[src/rtl/int2flt_batch_seq.sv]
// Batch sequencer feeding 16-bit operands through a shared int2flt engine via data_mem slots 0..3.
// Optional build macro CONV_SEQ_SKIP_ZERO_EN: zero operands bypass the converter and store 16'h0000.
module int2flt_batch_seq #(
  parameter int          NUM_OPS     = 15,
  parameter logic [7:0]  SRC_BASE    = 8'd4,
  parameter logic [7:0]  DST_BASE    = 8'd64,
  parameter int          ACK_TIMEOUT = 255
) (
  input  logic       clk,
  input  logic       reset,
  input  logic       start,
  output logic       busy,
  output logic       done,
  output logic       error,
  output logic [4:0] op_idx,
  output logic [7:0] mem_addr,
  output logic       mem_rd,
  output logic       mem_wr,
  output logic [7:0] mem_wdata,
  input  logic [7:0] mem_rdata,
  output logic       cvt_req,
  input  logic       cvt_ack
);

  typedef enum logic [3:0] {
    S_IDLE, S_RD_HI, S_RD_LO, S_CAP_LO, S_WR_OP_HI, S_WR_OP_LO, S_REQ, S_MASK,
    S_WAIT_ACK, S_RS_HI, S_RS_LO, S_RS_CAP, S_WR_D_HI, S_WR_D_LO, S_DONE, S_ERR
  } state_t;

  localparam logic [4:0] LAST_K   = 5'((NUM_OPS == 0) ? 0 : NUM_OPS - 1);
  localparam logic [7:0] TMO_LAST = 8'(ACK_TIMEOUT - 1);

  state_t     state_q, state_d;
  logic [4:0] k_q, k_d;
  logic [7:0] timer_q, timer_d;
  logic [7:0] hi_q, hi_d;
  logic [7:0] lo_q, lo_d;
  logic       error_q, error_d;

  logic [7:0] src_hi_addr, src_lo_addr, dst_hi_addr, dst_lo_addr;

  // Table addresses wrap modulo 256 by construction of the 8-bit sums.
  assign src_hi_addr = SRC_BASE + {2'b00, k_q, 1'b0};
  assign src_lo_addr = SRC_BASE + {2'b00, k_q, 1'b1};
  assign dst_hi_addr = DST_BASE + {2'b00, k_q, 1'b0};
  assign dst_lo_addr = DST_BASE + {2'b00, k_q, 1'b1};

  assign op_idx = k_q;
  assign error  = error_q;

  always_ff @(posedge clk) begin
    if (!reset) begin
      state_q <= S_IDLE;
      k_q     <= '0;
      timer_q <= '0;
      hi_q    <= '0;
      lo_q    <= '0;
      error_q <= 1'b0;
    end else begin
      state_q <= state_d;
      k_q     <= k_d;
      timer_q <= timer_d;
      hi_q    <= hi_d;
      lo_q    <= lo_d;
      error_q <= error_d;
    end
  end

  always_comb begin
    state_d   = state_q;
    k_d       = k_q;
    timer_d   = timer_q;
    hi_d      = hi_q;
    lo_d      = lo_q;
    error_d   = error_q;
    busy      = 1'b1;
    done      = 1'b0;
    mem_addr  = 8'h00;
    mem_rd    = 1'b0;
    mem_wr    = 1'b0;
    mem_wdata = 8'h00;
    cvt_req   = 1'b0;
    unique case (state_q)
      S_IDLE: begin
        busy = 1'b0;
        if (start) begin
          error_d = 1'b0;
          if (NUM_OPS == 0) begin
            state_d = S_DONE;
          end else begin
            k_d     = '0;
            state_d = S_RD_HI;
          end
        end
      end
      S_RD_HI: begin
        mem_rd   = 1'b1;
        mem_addr = src_hi_addr;
        state_d  = S_RD_LO;
      end
      S_RD_LO: begin
        mem_rd   = 1'b1;
        mem_addr = src_lo_addr;
        hi_d     = mem_rdata;
        state_d  = S_CAP_LO;
      end
      S_CAP_LO: begin
        lo_d    = mem_rdata;
        state_d = S_WR_OP_HI;
`ifdef CONV_SEQ_SKIP_ZERO_EN
        // Zero traps to an all-zero result; hi/lo already hold the zeros to store.
        if (hi_q == 8'h00 && mem_rdata == 8'h00) begin
          state_d = S_WR_D_HI;
        end
`endif
      end
      S_WR_OP_HI: begin
        mem_wr    = 1'b1;
        mem_addr  = 8'd0;
        mem_wdata = hi_q;
        state_d   = S_WR_OP_LO;
      end
      S_WR_OP_LO: begin
        mem_wr    = 1'b1;
        mem_addr  = 8'd1;
        mem_wdata = lo_q;
        state_d   = S_REQ;
      end
      S_REQ: begin
        cvt_req = 1'b1;
        timer_d = '0;
        state_d = S_MASK;
      end
      S_MASK: begin
        // The engine may still show the previous ack while it reacts to req.
        state_d = S_WAIT_ACK;
      end
      S_WAIT_ACK: begin
        if (cvt_ack) begin
          state_d = S_RS_HI;
        end else if (timer_q == TMO_LAST) begin
          error_d = 1'b1;
          state_d = S_ERR;
        end else begin
          timer_d = timer_q + 8'd1;
        end
      end
      S_RS_HI: begin
        mem_rd   = 1'b1;
        mem_addr = 8'd2;
        state_d  = S_RS_LO;
      end
      S_RS_LO: begin
        mem_rd   = 1'b1;
        mem_addr = 8'd3;
        hi_d     = mem_rdata;
        state_d  = S_RS_CAP;
      end
      S_RS_CAP: begin
        lo_d    = mem_rdata;
        state_d = S_WR_D_HI;
      end
      S_WR_D_HI: begin
        mem_wr    = 1'b1;
        mem_addr  = dst_hi_addr;
        mem_wdata = hi_q;
        state_d   = S_WR_D_LO;
      end
      S_WR_D_LO: begin
        mem_wr    = 1'b1;
        mem_addr  = dst_lo_addr;
        mem_wdata = lo_q;
        if (k_q == LAST_K) begin
          state_d = S_DONE;
        end else begin
          k_d     = k_q + 5'd1;
          state_d = S_RD_HI;
        end
      end
      S_DONE: begin
        busy    = 1'b0;
        done    = 1'b1;
        state_d = S_IDLE;
      end
      S_ERR: begin
        busy    = 1'b0;
        state_d = S_IDLE;
      end
      default: begin
        busy    = 1'b0;
        state_d = S_IDLE;
      end
    endcase
  end

endmodule

[config.mk]
export PLATFORM = sky130hd
export DESIGN_NAME = int2flt_batch_seq
export DESIGN_NICKNAME = d
export VERILOG_FILES = /design/src/rtl/int2flt_batch_seq.sv
export SDC_FILE = /design/constraint.sdc
export NUM_CORES = 1
export LEC_CHECK = 0
export CORE_ASPECT_RATIO = 1.5
export CORE_UTILIZATION = 25
export DETAILED_ROUTE_END_ITERATION = 12
export MAX_ROUTING_LAYER = met4
export PLACE_DENSITY = 0.47
export SYNTH_ARGS = -nofsm -noshare
export SYNTH_HDL_FRONTEND = slang
export SYNTH_SLANG_ARGS = --single-unit
[constraint.sdc]
create_clock -name clk -period 2.7 [get_ports clk]
set_input_delay 0.27 -clock clk [delete_from_list [all_inputs] [get_ports clk]]
set_output_delay 0.27 -clock clk [all_outputs]
set_load 0.03 [all_outputs]
==> results_dict.tcl, run 1 <==
set metrics [dict create \
    max_freq_ghz 0.403 \
    netlist_area_um2 1910 \
    first_pass_iters 4 \
    syn_area_per_cell_um2 7.94 \
    power.density_nw_per_um2 423 \
    min_path_cells 2 \
    ios 39 \
    grt_first_pass_wirelength_um 7980 \
    combPwrFrac_pct 8.7 \
    worstSetupPathType "reg2out" \
    final.setup.tns_ns 0 \
    final_area_um2 2460 \
    yosysTopAreaCellShare_pct 35.6 \
    diodes 0 \
    p_sw_mw 0.237 \
    reg2reg_depth 4 \
    cts.sinks 34 \
    r2r-start "state_q[2]" \
    area_delta_synth_final_pct 28.5 \
    rsz0062_at_grt "false" \
    yosys_warnings 0 \
    ys_async_sr_fraction_pct 0 \
    grt.overflow.total 0 \
    synth_largest_area_cell "dfxtp_1" \
    core_area_um2 7320 \
    p_int_mw 0.803 \
    rows 38 \
    worst_pin_slew_ns 0.794 \
    start_util_pct 26.1 \
    htreeDepth 2 \
    grt_pass1_vias 1649 \
    clock_skew_ns 0.00655 \
    vias 1764 \
    vdd_ir_drop_max_mv 0.233 \
    synthFlopType "dfxtp_1" \
    dieHeight_um 109 \
    min_to "lo_q[7]" \
    rrSetupSlack_ns 0.46 \
    min_path_type "reg2reg" \
    fin_crit_ns 2.48 \
    hold_path.startpoint "lo_q[7]" \
    sw_frac_of_total_pct 22.8 \
    netlist_instances 241 \
    worstPathArrival_ns 2.21 \
    drv_cap 0 \
    final_nets 292 \
    drive_gt1_share_pct 7.25 \
    ys_top_cells_by_area "dfxtp_1 (36%), mux2i_1 (9.4%), a21oi_1 (6.5%), nand2_1 (5.7%), nor2_1 (4.9%)" \
    utilization_pct 33.6 \
    worstPathMaxFanout 16 \
    critical_path_required_ns 2.43 \
    portBuffers 37 \
    synth.most_common_cell "dfxtp_1" \
    holdBufCountCts 0 \
    fin_cells 376 \
    r2r-end "timer_q[4]" \
    floorplan.die.width_um 73.4 \
    synth_edf_count 0 \
    cts_tree "done" \
    fillCellCount 821 \
    numCtsBuffers 5 \
    ys_seq_area_share_pct 35.6 \
    drt-initial-drc-count 90 \
    worst_setup_path_end_kind "output port" \
    clk_pin_slew_ns 0.07 \
    drv_slew 0 \
    syn_nets 258 \
    hpwl_um 3430 \
    yosysUniqueCellTypes 45 \
    relSlewSlack_pct 45.6 \
    outcome "finished clean" \
    grt.total_usage_pct 13.2 \
    gp_congestion 0.767 \
    dieArea_um2 8010 \
    wl_um 4750 \
    placed_cells 368 \
    wire_per_inst_um 12.6 \
    vias_per_cell 4.69 \
    p_leak_nw 0.880 \
    power_frac_seq_pct 48.9 \
    cts-root-buf "clkbuf_8" \
    pwr-share-clk_pct 42.4 \
    drc 0 \
    grt_max_degree 21 \
    ys_seq_elements 34 \
    insertion_delay_ns 0.28 \
    finalCritPeriodShare_pct 91.8 \
    ant_nets 0 \
    hold_viol 0 \
    antenna_found_initial 0 \
    place_area_um2 2350 \
    clock_tree.buffer_depth 2 \
    netlist_top_cells_count "dfxtp_1 (34), nand2_1 (29), a21oi_1 (25), nor2_1 (25), mux2i_1 (18)" \
    finalSetupViolCount 0 \
    start_kind "register" \
]
-- cells in the final DEF, fill, tap and decap left out, types with 2 or more instances in the layout --
cell,instances
dfxtp_1,33
clkdlybuf4s50_1,34
a21oi_1,25
nand2_1,29
inv_1,10
nor4b_1,2
a31oi_1,2
o21ai_1,3
nand3_1,10
nor2_1,25
and4_1,2
and3_1,2
o31ai_1,4
nor3_1,4
nand4_1,2
nand2b_1,2
or4_1,5
or3_1,5
o21ai_0,10
a41o_1,2
clkbuf_8,8
nor4_1,3
buf_4,9
mux2i_1,18
and2_1,2
a21o_1,2
ha_1,5
-- kinds of logic after synthesis --
logic type,Yosys count,synth area share [%]
xor+xnor,1,0.458
simple gates,99,26.0
other cells,1,0.196
buf+inv,27,7.33
flops,34,35.6
mux,19,10.0
compound gates,55,17.2
fa+ha+maj,5,3.27
-- worst max path at each step --
stage               start     endpoint  slack [ns]  depth (start not counted)
2_1_floorplan  state_q[1]  mem_addr[3]        0.75                          5
3_3_place_gp   state_q[1]  mem_addr[3]        0.49                          5
3_5_place_dp   state_q[1]  mem_addr[3]        0.47                          5
4_1_cts        state_q[1]  mem_addr[3]        0.14                          5
5_1_grt        state_q[2]  mem_addr[3]        0.06                          3
6_report       state_q[2]  mem_addr[3]        0.22                          3
-- registers in the layout (all words and copies together), names as in the netlist --
| register | count |
|---|---|
| op_idx | 5 |
| error | 1 |
| lo_q | 8 |
| hi_q | 8 |
| timer_q | 8 |
| state_q | 4 |
-- power groups by stage --
| stage | Clock, mW | Sequential (mW) | Combinational [mW] |
|---|---|---|---|
| 6_report | 0.441 | 0.509 | 0.0909 |
| 2_1_floorplan | 0 | 0.517 | 0.0537 |
| 4_1_cts | 0.458 | 0.509 | 0.0919 |
| 3_5_place_dp | 0 | 0.520 | 0.0915 |
| 3_3_place_gp | 0 | 0.520 | 0.0920 |
| 5_1_grt | 0.481 | 0.509 | 0.0994 |
-- cell type report --
type / instances / area [µm²] / share of cell area [%]
clock buffer: 8 / 110 / 4.48
tap: 100 / 125 / 5.09
multi-input combinational: 180 / 1090 / 44.4
timing repair buffer: 43 / 408 / 16.6
sequential: 34 / 682 / 27.7
inverter: 11 / 41.3 / 1.68
-- through the flow --
| stage | worst slack (ns) | power [mW] | hold WS, ns |
|---|---|---|---|
| after CTS | 0.142 | 1.06 | 0.459 |
| after global placement | 0.489 | 0.613 | 0.444 |
| after global routing | 0.0581 | 1.09 | 0.484 |
| after floorplan | 0.754 | 0.571 | 0.392 |
| after detailed placement | 0.473 | 0.612 | 0.449 |
| final | 0.221 | 1.04 | 0.457 |
-- timing repair --
action,in CTS,in global routing
hold endpoints to repair,0,0
buffers inserted,0,0
endpoints found under the setup margin,0,2
resized for setup,0,1
-- worst max-delay path, stage by stage (launching register included) --
cell and delay, ns:
dfxtp_1 0.61, nand2b_1 0.36, o22ai_1 0.26, clkdlybuf4s50_1 0.69
-- layer usage --
metal	global-route usage, %	wire (µm)
met1	16.0	2190
met5	-	0
met2	21.2	2290
met3	2.50	156
met4	6.04	115
Power figures use the tool's default switching activity.
==> inputs of run 2 (changes only) <==
--- a/config.mk
+++ b/config.mk
@@ -10,6 +10,7 @@
 export DETAILED_ROUTE_END_ITERATION = 12
 export MAX_ROUTING_LAYER = met4
 export PLACE_DENSITY = 0.47
+export SLEW_MARGIN = 20
 export SYNTH_ARGS = -nofsm -noshare
 export SYNTH_HDL_FRONTEND = slang
 export SYNTH_SLANG_ARGS = --single-unit
==> results of run 2 <==
Final layout, timing and power as in run 1 (identical DEF).
==> inputs of run 3 (changes only) <==
--- a/config.mk
+++ b/config.mk
@@ -5,11 +5,11 @@
 export SDC_FILE = /design/constraint.sdc
 export NUM_CORES = 1
 export LEC_CHECK = 0
-export CORE_ASPECT_RATIO = 1.5
+export CORE_MARGIN = 5
 export CORE_UTILIZATION = 25
 export DETAILED_ROUTE_END_ITERATION = 12
 export MAX_ROUTING_LAYER = met4
-export PLACE_DENSITY = 0.47
+export PLACE_DENSITY = 0.49
 export SLEW_MARGIN = 20
 export SYNTH_ARGS = -nofsm -noshare
 export SYNTH_HDL_FRONTEND = slang
==> run 3 against run 2 <==
Compared with the run above:
- count of clock-buffer cells in the layout decreased by 3
- sequential share of layout area up 0.29 points
- via count increased by 1.5%
- setup slack worse by 0.025 ns
- hold slack improved by 0.0010 ns
- utilization is 0.51 points lower
- sequential power hardly changed
- critical endpoint is now mem_addr[1]
- clock power is 9.1% higher
- routed wire length rose by 1.1%
- non-clock buffer count decreased by 3
- critical path depth up 1
==> results_dict.tcl, run 3 (synthesized netlist as in run 1, its figures left out) <==
set metrics [dict create \
    cp.buffers_inverters 1 \
    fin_cells 372 \
    min_path_cells 2 \
    vdd_ir_drop_max_mv 0.155 \
    grt.total_usage_pct 10.4 \
    power.density_nw_per_um2 442 \
    setup_ws_ns 0.195 \
    drive_gt1_share_pct 6.96 \
    min_path_type "reg2reg" \
    start_util_pct 26.0 \
    wire_per_inst_um 12.9 \
    top_layer "met4" \
    top_regs "hi_q (8), lo_q (8), timer_q (8)" \
    worst_setup_path_end_kind "output port" \
    clock_skew_ns 0.00499 \
    hold_viol 0 \
    hold_path.startpoint "lo_q[6]" \
    hpwl_um 3390 \
    multi_input_area_um2 1090 \
    holdBufCountCts 0 \
    ff_latch_area_um2 683 \
    grt_pass1_vias 1642 \
    r2r-end "timer_q[4]" \
    grt_max_degree 21 \
    drc 0 \
    area_delta_synth_final_pct 27.4 \
    cp.depth 4 \
    routed-wl-met3_um 179 \
    dieArea_um2 9500 \
    endpoint "mem_addr[1]" \
    cts-root-buf "clkbuf_8" \
    grt_first_pass_wirelength_um 8020 \
    rsz0062_at_grt "false" \
    drt-initial-drc-count 75 \
    worstPathMaxFanout 19 \
    worstPathCellList "and3b_1, o21ai_0, nand2_1, clkdlybuf4s50_1" \
    wl_met1_um 2490 \
    clk_pin_slew_ns 0.08 \
    crit_family "buffers and inverters" \
    start_kind "register" \
    vias 1791 \
    critPathLaunch "state_q[3]" \
    drv_cap 0 \
    antenna_found_initial 0 \
    worstSetupPathType "reg2out" \
    fillCellCount 810 \
    clock_tree.buffer_depth 2 \
    diodes 0 \
    rrSetupSlack_ns 0.38 \
    finalCritPeriodShare_pct 92.8 \
    grt.overflow.total 0 \
    core_area_um2 7370 \
    utilization_pct 33.1 \
    rows 31 \
    wl_um 4800 \
    layout_common_cells "clkdlybuf4s50_1 (33), dfxtp_1 (32), nand2_1 (29)" \
    htreeDepth 2 \
    max_freq_ghz 0.399 \
    portBuffers 37 \
    layout_commonest_cell "clkdlybuf4s50_1" \
    final_nets 289 \
    p_leak_nw 0.859 \
    finalSetupViolCount 0 \
    worstPathArrival_ns 2.23 \
    dieHeight_um 97.5 \
    floorplan.die.width_um 97.5 \
    max_stage_delay_ns 0.66 \
    drv_slew 0 \
    cts.sinks 34 \
    vias_per_cell 4.81 \
    final.setup.tns_ns 0 \
    reg2reg_depth 4 \
    cts_tree "done" \
    critical_path_required_ns 2.43 \
    wl_met2_um 2090 \
    outcome "finished clean" \
    insertion_delay_ns 0.29 \
    ant_nets 0 \
    fin_crit_ns 2.50 \
    first_pass_iters 4 \
    relSlewSlack_pct 46.4 \
    place_ws_ns 0.418 \
    crit_slowest_cell "clkdlybuf4s50_1" \
    gp_congestion 0.798 \
    ios 39 \
    placed_cells 364 \
    numCtsBuffers 5 \
    worst_pin_slew_ns 0.781 \
    r2r-start "state_q[3]" \
]
==> run 3: per-stage QoR <==
stage	power, mW	hold WS, ns	instance area (µm²)
4_1_cts	1.09	0.461	2430
3_3_place_gp	0.608	0.442	2320
5_1_grt	1.12	0.492	2440
3_5_place_dp	0.608	0.450	2320
6_report	1.08	0.458	2440
2_1_floorplan	0.571	0.392	1910
==> run 3: worst min path at each step <==
stage | endpoint | slack (ns)
after floorplan | op_idx[1] | 0.39
after global placement | lo_q[1] | 0.44
after detailed placement | lo_q[7] | 0.45
after CTS | lo_q[7] | 0.46
after global routing | lo_q[6] | 0.49
final | lo_q[6] | 0.46
==> run 3: layout make-up <==
cell class                      instances  share of cell area (%)
Timing Repair Buffer                   40                    15.7
Clock inverter                          3                    1.85
Inverter                               11                    1.69
Tap cell                               99                    5.08
Sequential cell                        34                    28.0
Clock buffer                            5                    2.82
Multi-Input combinational cell        180                    44.8
==> run 3: report_power, final <==
part	internal, mW	switching (mW)	total (mW)
combinational	0.0381	0.0486	0.0867
sequential	0.504	0.00514	0.509
clock	0.275	0.206	0.481
total	0.817	0.260	1.08
==> run 3: worst reg2reg max path, delay by kind of cell (launching register included) <==
family             cells  cell delay (ns)
muxes                  1             0.33
AOI/OAI and AO/OA      1             0.14
and+or+nand+nor        2             1.13
DFF                    1             0.65
==> run 3: layer usage <==
layer	GRT usage, %	vias up
met1	14.2	829
li1	-	923
met4	2.88	0
met2	15.0	34
met3	2.73	5
met5	-	-
==> run 3: repair_timing <==
| item | CTS | global route |
|---|---|---|
| resized for setup | 0 | 2 |
| endpoints found under the setup margin | 0 | 1 |
| buffers inserted | 0 | 0 |
